**src/rtl/multicycle_subtractor.sv**
```systemverilog
// Sequential WIDTH-bit subtractor, CHUNK bits per cycle with a carried borrow.
// Define SUB_ABS_EN to add a FIX cycle that turns the result into |a-b| with a sign bit.
module multicycle_subtractor #(
  parameter int WIDTH = 8,
  parameter int CHUNK = 4
) (
  input  logic             clk,
  input  logic             rst_n,
  input  logic             start,
  input  logic [WIDTH-1:0] a,
  input  logic [WIDTH-1:0] b,
  output logic             busy,
  output logic             done,
  output logic [WIDTH:0]   d
);

  localparam int N  = (CHUNK > 0) ? WIDTH / CHUNK : 1;
  localparam int IW = (N > 1) ? $clog2(N) : 1;

  generate
    if (WIDTH < 1 || CHUNK < 1 || (WIDTH % CHUNK) != 0) begin : g_bad_params
      $error("multicycle_subtractor: WIDTH must be >=1 and a multiple of CHUNK");
    end
  endgenerate

`ifdef SUB_ABS_EN
  typedef enum logic [1:0] {IDLE, RUN, FIX} state_t;
`else
  typedef enum logic [1:0] {IDLE, RUN} state_t;
`endif

  state_t state_reg, state_next;

  logic [WIDTH-1:0] a_reg, b_reg, res_reg;
  logic             borrow_reg;
  logic [IW-1:0]    idx_reg;
  logic [WIDTH:0]   d_reg;
  logic             done_reg;

  logic load, step, last, fix;

  // Operands are shifted right each cycle so the active chunk is always at bit 0.
  logic [CHUNK-1:0] diff_chunk;
  logic [CHUNK:0]   bw;

  assign bw[0] = borrow_reg;

  generate
    for (genvar gi = 0; gi < CHUNK; gi++) begin : g_fs
      assign diff_chunk[gi] = a_reg[gi] ^ b_reg[gi] ^ bw[gi];
      assign bw[gi+1]       = (~a_reg[gi] & b_reg[gi]) | (bw[gi] & ~(a_reg[gi] ^ b_reg[gi]));
    end
  endgenerate

  // New chunk enters at the top; after N steps chunk 0 has reached bit 0.
  logic [WIDTH+CHUNK-1:0] res_cat;
  logic [WIDTH-1:0]       res_next;

  assign res_cat  = {diff_chunk, res_reg} >> CHUNK;
  assign res_next = res_cat[WIDTH-1:0];

  always_ff @(posedge clk or negedge rst_n) begin
    if (!rst_n) state_reg <= IDLE;
    else        state_reg <= state_next;
  end

  always_comb begin
    state_next = state_reg;
    load       = 1'b0;
    step       = 1'b0;
    last       = 1'b0;
    fix        = 1'b0;
    case (state_reg)
      IDLE: begin
        if (start) begin
          load       = 1'b1;
          state_next = RUN;
        end
      end
      RUN: begin
        step = 1'b1;
        if (idx_reg == IW'(N - 1)) begin
          last = 1'b1;
`ifdef SUB_ABS_EN
          state_next = FIX;
`else
          state_next = IDLE;
`endif
        end
      end
`ifdef SUB_ABS_EN
      FIX: begin
        fix        = 1'b1;
        state_next = IDLE;
      end
`endif
      default: state_next = IDLE;
    endcase
  end

  always_ff @(posedge clk or negedge rst_n) begin
    if (!rst_n) begin
      a_reg      <= '0;
      b_reg      <= '0;
      res_reg    <= '0;
      borrow_reg <= 1'b0;
      idx_reg    <= '0;
      d_reg      <= '0;
      done_reg   <= 1'b0;
    end else begin
      if (load) begin
        a_reg      <= a;
        b_reg      <= b;
        borrow_reg <= 1'b0;
        idx_reg    <= '0;
      end
      if (step) begin
        a_reg      <= a_reg >> CHUNK;
        b_reg      <= b_reg >> CHUNK;
        res_reg    <= res_next;
        borrow_reg <= bw[CHUNK];
        idx_reg    <= last ? '0 : idx_reg + IW'(1);
      end
      if (last) d_reg <= {bw[CHUNK], res_next};
      if (fix && d_reg[WIDTH]) d_reg[WIDTH-1:0] <= ~d_reg[WIDTH-1:0] + WIDTH'(1);
`ifdef SUB_ABS_EN
      done_reg <= fix;
`else
      done_reg <= last;
`endif
    end
  end

  assign busy = (state_reg != IDLE);
  assign done = done_reg;
  assign d    = d_reg;

endmodule

```
**config.mk**
```make
export PLATFORM = sky130hd
export DESIGN_NAME = multicycle_subtractor
export DESIGN_NICKNAME = d
export VERILOG_FILES = /design/src/rtl/multicycle_subtractor.sv
export SDC_FILE = /design/constraint.sdc
export NUM_CORES = 1
export LEC_CHECK = 0
export CAP_MARGIN = 20
export CORE_AREA = 4 4 65 72
export CTS_CLUSTER_SIZE = 28
export DETAILED_ROUTE_END_ITERATION = 10
export DIE_AREA = 0 0 69 76
export DONT_BUFFER_PORTS = 1
export SLEW_MARGIN = 20
export SYNTH_ARGS = -nofsm -noshare
export SYNTH_HDL_FRONTEND = slang
export SYNTH_SLANG_ARGS = --single-unit
```
**constraint.sdc**
```tcl
create_clock -name clk -period 5.5 [get_ports clk]
set_clock_uncertainty 0.1 [all_clocks]
set_input_delay 0.825 -clock clk [delete_from_list [all_inputs] [get_ports clk]]
set_output_delay 0.825 -clock clk [all_outputs]
set_load 0.005 [all_outputs]
```
==> metrics.cfg, run 1 <==
[run_status]
status = finished, final reports clean

[detailed_routing]
avgRoutedWirePerCell_um = 14.24
firstDrtPassIters = 4
drcViolationCount = 0
via_per_inst = 4.556
num_vias = 779
antenna_left = 0
first_iter_violations = 33
wirelength_um = 2435

[floorplanning]
fp-row-count = 24
dieArea_mm2 = 0.005244
boundaryPins = 30
die_y_um = 76
chipWidth_um = 69
core_area_mm2 = 0.003964
start_util_pct = 37.72

[clock_network]
cts_resized = 0
worstSkewPairLatency_ns = 0.28
htreeDepth = 2
hold_buffers = 0
post-cts-setup-buffers = 0
cts.sinks = 33
numCtsBuffers = 5
clock_path_buffers = 2
clockRootBuffer = clkbuf_8
clkTransAtPathRegs_ns = 0.06
cts_tree = built

[job]
maxCapViolCount = 0

[yosys]
synthTopCellsByCount = dfrtp_1 (33), mux2i_1 (20), inv_1 (14)
synth_edf_count = 0
synthTopCellsByArea = dfrtp_1 (55%), mux2i_1 (13%), mux2_4 (8.0%)
ys_seq_area_share_pct = 55.23
ys_ff_latch = 33
syn_area_mm2 = 0.001495
synth_cell_types = 16
synth-main-ff-cell = dfrtp_1
synth_most_common_cell = dfrtp_1
yosysTopAreaCell = dfrtp_1
yosysTopAreaCellShare_pct = 55.23
async_flop_share_pct = 100.0
yosys_warnings = 0
syn_avg_cell_area_um2 = 12.78
synth_nets = 140
syn-instance-count = 117

[power_and_ir_drop]
p_per_area_mw_per_mm2 = 598.4
leakagePower_nw = 0.7999
ir_drop_v = 0.0001926
power_uw = 947.1

[layout]
finalNetCount = 141
fillers = 398
layout-drive-gt1-share_pct = 13.45
areaGrowthSynthToFinish_pct = 5.858
fin_cells = 171
multi_input_area_um2 = 558.0
register_area_um2 = 827.0
largest_reg_flops = 9
antennaDiodeCount = 0

[timing]
slew_headroom_pct = 59.78
min_period_ns = 2.434
finalHoldViolCount = 0
max_freq_ghz = 0.4109
worst_pin_slew_ns = 0.6032
final.setup.tns_ns = 0
fin_crit_sh_pct = 44.25
rsz0062_at_grt = no
slew_viol_final = 0
setup_viol = 0

[global_route]
grt_pass1_vias = 865
overflow = 0
grt_pass1_wl_um = 4278
grt.total_usage_pct = 10.61
grt_max_degree = 36
antenna_found_initial = 0

[critical_path]
startpoint_type = register
crit_type = reg2reg
cp.required_ns = 5.57
cp_max_fo = 2
critPathArrivalTime_ns = 2.50
cp-end-kind = register
reg2reg_depth = 9

[placed_design]
dp_cells = 163
io_buffers = 0
place.detailed.hpwl_um = 1717
place_congestion = 0.7495

[hold_path]
hold_path_class = in2async

## cell families (layout without fill, tap and decap cells)
kind of cell,count (synthesis),count (layout),synth area share [%]
flops,33,33,55.23
compound gates,11,11,3.933
simple gates,20,20,5.857
fa+ha+maj,4,4,5.356
buf+inv,20,22,7.447
mux,29,29,22.18
## critical path, stage by stage (launching register included)
cell and delay [ns]:
dfrtp_1 0.35, inv_1 0.06, fa_1 0.41, inv_1 0.08, fa_1 0.16, inv_1 0.05, fa_1 0.35, inv_1 0.08
fa_1 0.42, mux2_4 0.27
## cells in the final DEF, fill, tap and decap left out
cell	Yosys	layout
dfrtp_1	33	32
mux2i_1	20	20
inv_1	14	14
nor2_1	9	9
mux2_4	8	8
nand2_1	8	8
o21ai_0	8	8
clkbuf_8	0	5
fa_1	4	4
clkbuf_1	0	3
nand2b_1	2	2
o21ai_1	2	2
nand2_4	1	1
a22o_1	1	1
mux2_2	1	1
dfrtp_2	0	1
## metrics by stage
stage	utilization (%)	hold WS, ns	cell area, µm²	worst slack, ns
finish	39.93	0.1303	1583	3.066
global route	39.93	0.1093	1583	2.945
CTS	39.90	0.1174	1582	3.054
detailed placement	37.88	0.3785	1501	3.067
global placement	37.88	0.3672	1501	3.116
floorplan	-	0.3523	1495	3.162
## per-layer routing
layer  track usage, %  vias to the layer above  share of wire, %
met5                0                        -                 0
met1            13.11                      366                45
met4            6.445                        0               1.9
met2            14.31                       29                43
li1                 -                      378                 -
met3            5.805                        6               9.8
## worst paths after layout
| path | startpoint | to | slack [ns] |
|---|---|---|---|
| setup / recovery | a_reg[0] | d[7] | 3.07 |
| hold reg to reg | b_reg[5] | b_reg[1] | 0.39 |
| hold / removal | rst_n | a_reg[7] | 0.13 |
| min in group clk | b_reg[5] | b_reg[1] | 0.39 |
| setup reg to reg | a_reg[0] | d[7] | 3.07 |
| max in group asynchronous | rst_n | state_reg[0] | 5.08 |
## report_power, final
part / switching (mW) / leakage [nW] / internal, mW / total (mW)
sequential: 0.112 / 0.412 / 0.356 / 0.469
combinational: 0.121 / 0.349 / 0.185 / 0.306
clock: 0.0824 / 0.0395 / 0.0897 / 0.172
## layout make-up
| class | count | area share, % |
|---|---|---|
| Clock buffer | 8 | 5.059 |
| Tap cell | 52 | 4.111 |
| Sequential cell | 33 | 52.25 |
| Inverter | 14 | 3.320 |
| Multi-Input combinational cell | 64 | 35.26 |
(Power assumes the default switching activity.)
==> run 2: changes to the inputs <==
Clock period 5.5 ns to 2.05 ns, I/O delays scaled along.
==> run 2 against run 1 <==
The run now ends with setup timing left; final cell count rose by 2.3%; hold slack got worse by 0.10 ns; total power grew to 2.8 times the previous value.
==> metrics.cfg, run 2 (synthesized netlist as in run 1, its figures left out) <==
[job]
maxCapViolCount = 0

[power_and_ir_drop]
seqPwrFrac_pct = 44.7
pwr-share-clk_pct = 17.6
power_mw = 2.688
combPwrFrac_pct = 37.7
power_switching_share_pct = 33.30
power_switching_uw = 894.8
leakagePower_nw = 0.8264
p_int_mw = 1.793
p_per_area_mw_per_mm2 = 1629
ir_drop_v = 0.0005863

[detailed_routing]
via_per_inst = 4.571
first_iter_violations = 32
wirelength_um = 2464
drcViolationCount = 0
avgRoutedWirePerCell_um = 14.08
num_vias = 800
firstDrtPassIters = 4
antenna_left = 0

[layout]
fillers = 377
final_cell_mix = dfrtp_1 (33), mux2i_1 (20), inv_1 (9), nor2_1 (9)
largest_reg_flops = 9
final_core_util_pct = 41.64
layout-drive-gt1-share_pct = 23.58
finalNetCount = 146
layout_commonest_cell = dfrtp_1
antennaDiodeCount = 0
stdcell_area_mm2 = 0.001650
register_area_um2 = 825.8
areaGrowthSynthToFinish_pct = 10.38
multi_input_area_um2 = 568.0

[placed_design]
place_congestion = 0.7461
place.detailed.hpwl_um = 1772
placed_cell_area_mm2 = 0.001531
io_buffers = 0
place_ws_ns = -0.3235

[critical_path]
cp-end-kind = register
cp.required_ns = 2.11
crit_type = reg2reg
critPathArrivalTime_ns = 2.43
startpoint_type = register
cp_max_fo = 2

[clock_network]
clockRootBuffer = clkbuf_8
clkTransAtPathRegs_ns = 0.06
cts.sinks = 33
htreeDepth = 2
cts_tree = built
numCtsBuffers = 5
worstSkewPairLatency_ns = 0.28
clock_path_buffers = 2

[timing]
fin_crit_sh_pct = 115.4
setup_viol = 4
slew_headroom_pct = 69.12
rsz0062_at_grt = yes
min_period_ns = 2.366
worst_pin_slew_ns = 0.4632
max_freq_ghz = 0.4227
finalHoldViolCount = 0
worst_slack_ns = -0.3160
slew_viol_final = 0

[global_route]
grt_pass1_vias = 888
grt.total_usage_pct = 10.59
grt_pass1_wl_um = 4340
grt_max_degree = 34
antenna_found_initial = 0
overflow = 0

[run_status]
violations = setup timing
status = finished with violations

[hold_path]
hold_path_class = in2reg

[floorplanning]
die_y_um = 76
start_util_pct = 37.72
boundaryPins = 30
dieArea_mm2 = 0.005244
core_area_mm2 = 0.003964
fp-row-count = 24
chipWidth_um = 69

==> run 2: path summary, 6_finish.rpt <==
kind                       startpoint          to  slack, ns  cells after the start
min reg2reg                  b_reg[4]    b_reg[0]       0.39                      2
min                             start     idx_reg       0.03                      1
max                          a_reg[0]  res_reg[7]      -0.32                      9
max in group asynchronous       rst_n    b_reg[2]       1.30                      2
min in group asynchronous       rst_n  res_reg[4]       0.38                      2
max reg2reg                  a_reg[0]  res_reg[7]      -0.32                      9
==> run 2: final cells by class <==
cell class | count | share of cell area (%)
clock buffer | 7 | 5.231
inverter | 14 | 3.184
multi-input combinational | 64 | 34.42
sequential | 33 | 50.04
tap | 52 | 3.942
timing repair buffer | 5 | 3.184
==> run 2: timing repair <==
| action | CTS | global route |
|---|---|---|
| hold endpoints to repair | 33 | 0 |
| buffers inserted | 0 | 0 |
| pin swaps | 2 | 0 |
| hold buffers | 2 | 0 |
| gates resized for setup | 1 | 2 |
| setup endpoints to repair | 4 | 4 |
==> run 2: power by group through the flow <==
| stage | Combinational (mW) | Clock [mW] | Sequential (mW) |
|---|---|---|---|
| global placement | 0.949 | 0 | 1.21 |
| detailed placement | 0.995 | 0 | 1.22 |
| CTS | 1.02 | 0.491 | 1.21 |
| finish | 1.01 | 0.473 | 1.20 |
| floorplan | 0.888 | 0 | 1.12 |
| global route | 1.17 | 0.521 | 1.25 |
==> run 2: critical path: stages, from the launching register on <==
cell     delay [ns]
dfrtp_1        0.37
inv_2          0.05
fa_2           0.37
inv_2          0.06
fa_2           0.18
inv_2          0.04
fa_2           0.33
inv_2          0.06
fa_2           0.43
mux2_4         0.27
==> run 2: per-layer routing <==
layer  GRT usage (%)  vias to the layer above  wire length [µm]  share of wire [%]
met2           14.31                       33              1043                 42
met5               0                        -                 0                  0
met3           6.201                        2               283                 11
li1                -                      389                 -                  -
met1           13.81                      376              1117                 45
met4           4.102                        0                21               0.85
==> run 2: metrics by stage <==
stage	TNS, ns	hold WS (ns)	std cells
3_5_place_dp	-0.8403	-0.08727	166
6_report	-0.7806	0.03037	175
2_1_floorplan	-0.5342	-0.08809	117
4_1_cts	-0.7923	0.01006	175
3_3_place_gp	-0.6564	-0.08732	166
5_1_grt	-1.046	0.01480	175
==> run 3: changes to the inputs <==
Settings changed: CORE_AREA 4 4 65 72 to 4 4 58 65, DIE_AREA 0 0 69 76 to 0 0 62 69.
==> run 3 against run 2 <==
Critical path type unchanged; global-route usage up 2.3 points; via count rose by 2.8%; the run still ends with setup timing left; non-clock buffer count grew 4.
==> metrics.cfg, run 3 (synthesized netlist as in run 1, its figures left out) <==
[detailed_routing]
avgRoutedWirePerCell_um = 15.00
firstDrtPassIters = 2
via_per_inst = 5.106
first_iter_violations = 53
antenna_left = 0
num_vias = 822
wirelength_um = 2415
drcViolationCount = 0

[critical_path]
crit_type = reg2reg
cp_max_fo = 2
cp.required_ns = 2.16
reg2reg_depth = 9
startpoint_type = register
startpoint = a_reg[0]
critical_path.endpoint = d[7]
worstReg2RegEnd = d[7]
critPathArrivalTime_ns = 2.49
reg2reg_setup_slack_ns = -0.32
cp-end-kind = register
timing.rr.start = a_reg[0]

[timing]
final.setup.tns_ns = -0.7671
slew_headroom_pct = 74.71
max_freq_ghz = 0.4216
rsz0062_at_grt = yes
slew_viol_final = 0
worst_pin_slew_ns = 0.3793
worst_slack_ns = -0.3218
fin_crit_sh_pct = 115.7
finalHoldViolCount = 0
setup_viol = 4
min_period_ns = 2.372

[layout]
areaGrowthSynthToFinish_pct = 8.787
finalNetCount = 150
fin_cells = 161
final_core_util_pct = 52.91
antennaDiodeCount = 0
largest_reg_flops = 9
layout-drive-gt1-share_pct = 23.62
final_cell_mix = dfrtp_1 (33), mux2i_1 (20), inv_1 (10), nor2_1 (9)
layout_commonest_cell = dfrtp_1

[power_and_ir_drop]
leakagePower_nw = 0.8349
power_mw = 2.581
p_per_area_mw_per_mm2 = 1587
ir_drop_v = 0.0008493

[clock_network]
cts.sinks = 33
htreeDepth = 2
clkTransAtPathRegs_ns = 0.09
clockRootBuffer = clkbuf_4
clock_path_buffers = 2
numCtsBuffers = 5
worstSkewPairLatency_ns = 0.32
cts_tree = built

[global_route]
overflow = 0
grt.total_usage_pct = 12.89
grt_pass1_wl_um = 4064
grt_max_degree = 34
antenna_found_initial = 0
grt_pass1_vias = 871

[placed_design]
place_congestion = 0.7497
place_ws_ns = -0.3523
place.detailed.hpwl_um = 1655
dp_cells = 148
io_buffers = 0

[hold_path]
hold_path_class = in2reg

[floorplanning]
start_util_pct = 48.64
dieArea_mm2 = 0.004278
core_area_mm2 = 0.003074
boundaryPins = 30
die_y_um = 69
chipWidth_um = 62
fp-row-count = 21

[run_status]
violations = setup timing
status = finished with violations

[job]
maxCapViolCount = 0

==> run 3: cell types whose count changed in the layout (fill, tap and decap cells not counted), sizes merged <==
cell,delta
buf,+3
dlygate4sd3,+1
==> run 3: routing by layer <==
metal  global-route usage [%]  routed length, µm
met4                    4.953                 23
met5                        0                  0
met3                    6.530                158
met1                    16.55               1051
met2                    18.20               1181
==> run 3: layout make-up <==
class,instances,area (µm²)
multi-input cells,64,565.5
inverters,14,52.55
flip-flops and latches,33,825.8
fillers,280,1448
repair buffers,9,85.08
clock buffers,7,55.05
well taps,34,42.54
==> run 3: where the power goes <==
group	internal (mW)	switching [mW]
clock	0.162	0.199
combinational	0.595	0.441
sequential	0.952	0.233
==> run 3: critical path, cell delays in order (launching register included) <==
cell and delay (ns):
dfrtp_1 0.38, inv_2 0.05, fa_2 0.38, inv_2 0.06, fa_2 0.18, inv_2 0.04, fa_2 0.32, inv_2 0.06
fa_1 0.42, mux2_4 0.28
==> run 3: worst min path at each step <==
stage | from | cells past startpoint | endpoint
global placement | rst_n | 0 | d[0]
floorplan | rst_n | 0 | a_reg[0]
finish | b[4] | 2 | b_reg[4]
detailed placement | rst_n | 0 | d[0]
global route | a[5] | 2 | a_reg[5]
CTS | b[7] | 2 | b_reg[7]
==> run 3: timing repair <==
action | CTS | global route
buffers inserted | 2 | 1
hold buffers | 3 | 0
endpoints found under the hold margin | 35 | 0
cloned | 0 | 0
setup endpoints to repair | 4 | 4
pin swaps | 3 | 0
resized for setup | 1 | 0
==> run 3: through the flow <==
step	hold WS [ns]	area, µm²
finish	0.03201	1627
global route	0.02684	1627
CTS	0.01920	1619
detailed placement	-0.08724	1509
global placement	-0.08723	1509
floorplan	-0.08809	1503
==> patch 1 (flow settings as in run 2) <==
Add a define of `SUB_ABS_EN`.
--- a/src/rtl/multicycle_subtractor.sv
+++ b/src/rtl/multicycle_subtractor.sv
@@ -2,2 +2,4 @@
 // Define SUB_ABS_EN to add a FIX cycle that turns the result into |a-b| with a sign bit.
+`define SUB_ABS_EN
+
 module multicycle_subtractor #(
Behaviour: not the same (Yosys sat finds a counterexample within 4 cycles, from zero or initial values and one cycle with rst_n low).
==> patch 1 against run 2 <==
The flow still finishes with violations (negative setup slack). Synthesized area rose by 11%. Power rose by 21%. Cell count rose by 33%. Non-clock buffer count rose by 1. Sequential cell count rose by 1. Combinational power rose by 49%. Clock power fell by 4.7%. Count of clock-buffer cells in the layout did not move. Routed wire length rose by 30%. Cell area rose by 9.5%. Worst setup slack got worse by 0.0033 ns. Largest cell class unchanged.
==> patch 1: results <==
[grt]
grt_max_degree = 36
grt_pass1_wl_um = 5750
grt_pass1_vias = 1233
grt_util_all_layers_pct = 13.8

[placed_design]
dpl_cell_area_um2 = 1690
dp_hpwl_um = 2310
place_ws_ns = -0.359
dp.cells = 222
place.gp.congestion = 0.818

[drt]
wl_per_cell_um = 13.8
vias_per_cell = 5.19
totalWireLength_um = 3200
drt-initial-drc-count = 68

[cells_and_area]
area_delta_synth_final_pct = 8.98
fill_cells = 409
largest_register_ffs = 9
nets = 204
antennaDiodeCount = 0
drive_gt1_share_pct = 13.9

[yosys]
synth.distinct_cells = 37
synth.area.top_cells = "dfrtp_1 (51%), nand2_1 (10%), fa_1 (4.8%)"
syn_inst = 177
netlist_top_cells_count = "nand2_1 (45), dfrtp_1 (34), nor2_1 (13)"
seq_area_frac_synth_pct = 51.3

[worst_setup_path]
regToRegEndpoint = "d[7]$_DFFE_PN0P_"
r2r_cells = 10

[min_path]
whs_path_depth = 2
worstHoldStart = "b[4]"
min_to = "b_reg[4]$_DFFE_PN0P_"

[sta]
fin_ws_ns = -0.319
worst_pin_slew_ns = 0.334
whs_ns = 0.0429
tns_ns = -0.615
setup_viol = 3

[pwr]
leakage_nw = 0.822
peakVddDrop_mv = 0.681

[clock_tree]
clock_path_buffers = 2
cts_made_buffers = 5
h-tree-depth = 2

[run_status]
violations = "negative setup slack"
outcome = "finished with violations"
## patch 1: cell count changes after synthesis, sizes merged, moves of 2 or more
cell,change
a21o,+2
a21oi,+3
a221o,+3
a31oi,+8
buf,+3
inv,-3
mux2,-9
mux2i,-20
nand2,+37
nand3,+3
nor2,+5
nor3,+4
o21ai,+8
## patch 1: final cells by class
class                   count  share of cell area [%]
multi-input cells         121                    39.0
inverters                  12                    2.77
well taps                  52                    3.60
repair buffers              6                    3.32
flip-flops and latches     34                    47.1
clock buffers               7                    4.22
## patch 1: kinds of logic (layout without fill, tap and decap cells)
group	Yosys count	after routing	synth area share [%]
AOI/OAI and AO/OA	39	39	14.4
adders and majority gates	5	5	5.58
and+or+nand+nor	76	76	21.3
xor gates and xnor gates	1	1	0.528
DFF	34	34	51.3
buffers and inverters	22	25	6.87
## patch 1: power by group
| group | switching [W] | internal, W |
|---|---|---|
| registers | 0.000299 | 0.00102 |
| logic | 0.000830 | 0.000666 |
| clock network | 0.000218 | 0.000233 |
| total | 0.00135 | 0.00192 |
## patch 1: critical path: stages, from the launching register on
cell and delay [ns]:
dfrtp_1 0.36, inv_2 0.05, fa_2 0.38, inv_2 0.06, fa_2 0.18, inv_2 0.04, fa_2 0.33, inv_2 0.06
fa_1 0.42, a22oi_1 0.18, nand3_1 0.10
## patch 1: routing by layer
layer	track usage [%]	wire length (µm)	vias to the layer above
met2	21.8	1460	49
met5	0	0	-
met1	16.2	1420	556
met3	6.86	273	5
li1	-	-	594
met4	4.69	48	0
## patch 1: repair_timing
item / 4_1_cts / 5_1_grt
buffers inserted: 1 / 0
endpoints found under the setup margin: 4 / 5
hold endpoints to repair: 34 / 0
resized for setup: 2 / 1
hold buffers: 2 / 0
pin swaps: 4 / 1
==> patch 2 (flow settings as in run 2) <==
Without the edit above. Put a register stage on the output `busy`, with the module's reset. The value now appears one clock later. The other outputs are not delayed to match.
--- a/src/rtl/multicycle_subtractor.sv
+++ b/src/rtl/multicycle_subtractor.sv
@@ -133,3 +133,9 @@
 
-  assign busy = (state_reg != IDLE);
+  always_ff @(posedge clk or negedge rst_n) begin
+    if (!rst_n) begin
+      busy <= '0;
+    end else begin
+      busy <= (state_reg != IDLE);
+    end
+  end
   assign done = done_reg;
Behaviour: not the same (a bounded check fails within 4 cycles, from zero or initial values and one cycle with rst_n low).
==> patch 2 against run 2 <==
The flow still finishes with violations (negative setup slack). Synthesized cell count grew 0.85%. Power grew 3.5%. Sequential cell count increased by 1. Core utilization rose by 1.0 points. Largest cell class unchanged. Synthesized area up 1.7%. Worst setup slack improved by 0.020 ns. Routed wire length increased by 3.9%. Die area is the same. Cell area increased by 2.4%. Sequential share of layout area rose by 0.30 points.
==> patch 2: results <==
[worst_setup_path]
regToRegEndpoint = "d[7]$_DFFE_PN0P_"
worstPathArrival_ns = 2.41
slowest_stage = "fa_1"
crit_path_max_incr_delay_ns = 0.41
endpoint = "d[7]$_DFFE_PN0P_"

[yosys]
synthMuxAreaShare_pct = 21.8
synth_compound_area_share_pct = 3.87
seq_area_frac_synth_pct = 56.0
synth_nets = 141
synthAdderAreaFrac_pct = 5.27
synth.area.top_cells = "dfrtp_1 (56%), mux2i_1 (13%), mux2_4 (7.9%)"
synth.avg_cell_area_um2 = 12.9

[grt]
grt_pass1_wl_um = 4530
grt_util_all_layers_pct = 10.8
grt_pass1_vias = 922

[pwr]
pg_clk_w = 0.000499
combinationalPower_w = 0.00106
p_sw_w = 0.000930
peakVddDrop_mv = 0.575

[sta]
fin_ws_ns = -0.296
setup_viol = 4

[run_status]
outcome = "finished with violations"
violations = "negative setup slack"

[placed_design]
dp_hpwl_um = 1840
dp.cells = 167

[cells_and_area]
final_cells = 177
-- patch 2: cell types whose count changed in the layout (fill, tap and decap cells not counted), sizes merged --
cell,run 2,this run
clkinv,0,1
dfrtp,33,34
-- patch 2: layout make-up --
| class | instances | area, µm² |
|---|---|---|
| Clock buffer | 7 | 86.3 |
| Timing Repair Buffer | 5 | 65.1 |
| Tap cell | 52 | 65.1 |
| Sequential cell | 34 | 851 |
| Multi-Input combinational cell | 64 | 566 |
| Fill cell | 400 | 2270 |
| Clock inverter | 1 | 5.00 |
| Inverter | 14 | 52.6 |
-- patch 2: what timing repair did --
item,4_1_cts,5_1_grt
hold buffers,2,0
setup endpoints to repair,4,4
setup buffers,0,0
hold endpoints to repair,34,0
pin swaps,2,0
resized for setup,2,0
-- patch 2: per-layer routing --
metal	wire (µm)	up-vias	global-route usage, %
met5	0	-	0
met4	31	0	3.52
met3	194	4	4.22
met2	1160	29	16.9
met1	1170	398	13.8
li1	-	394	-
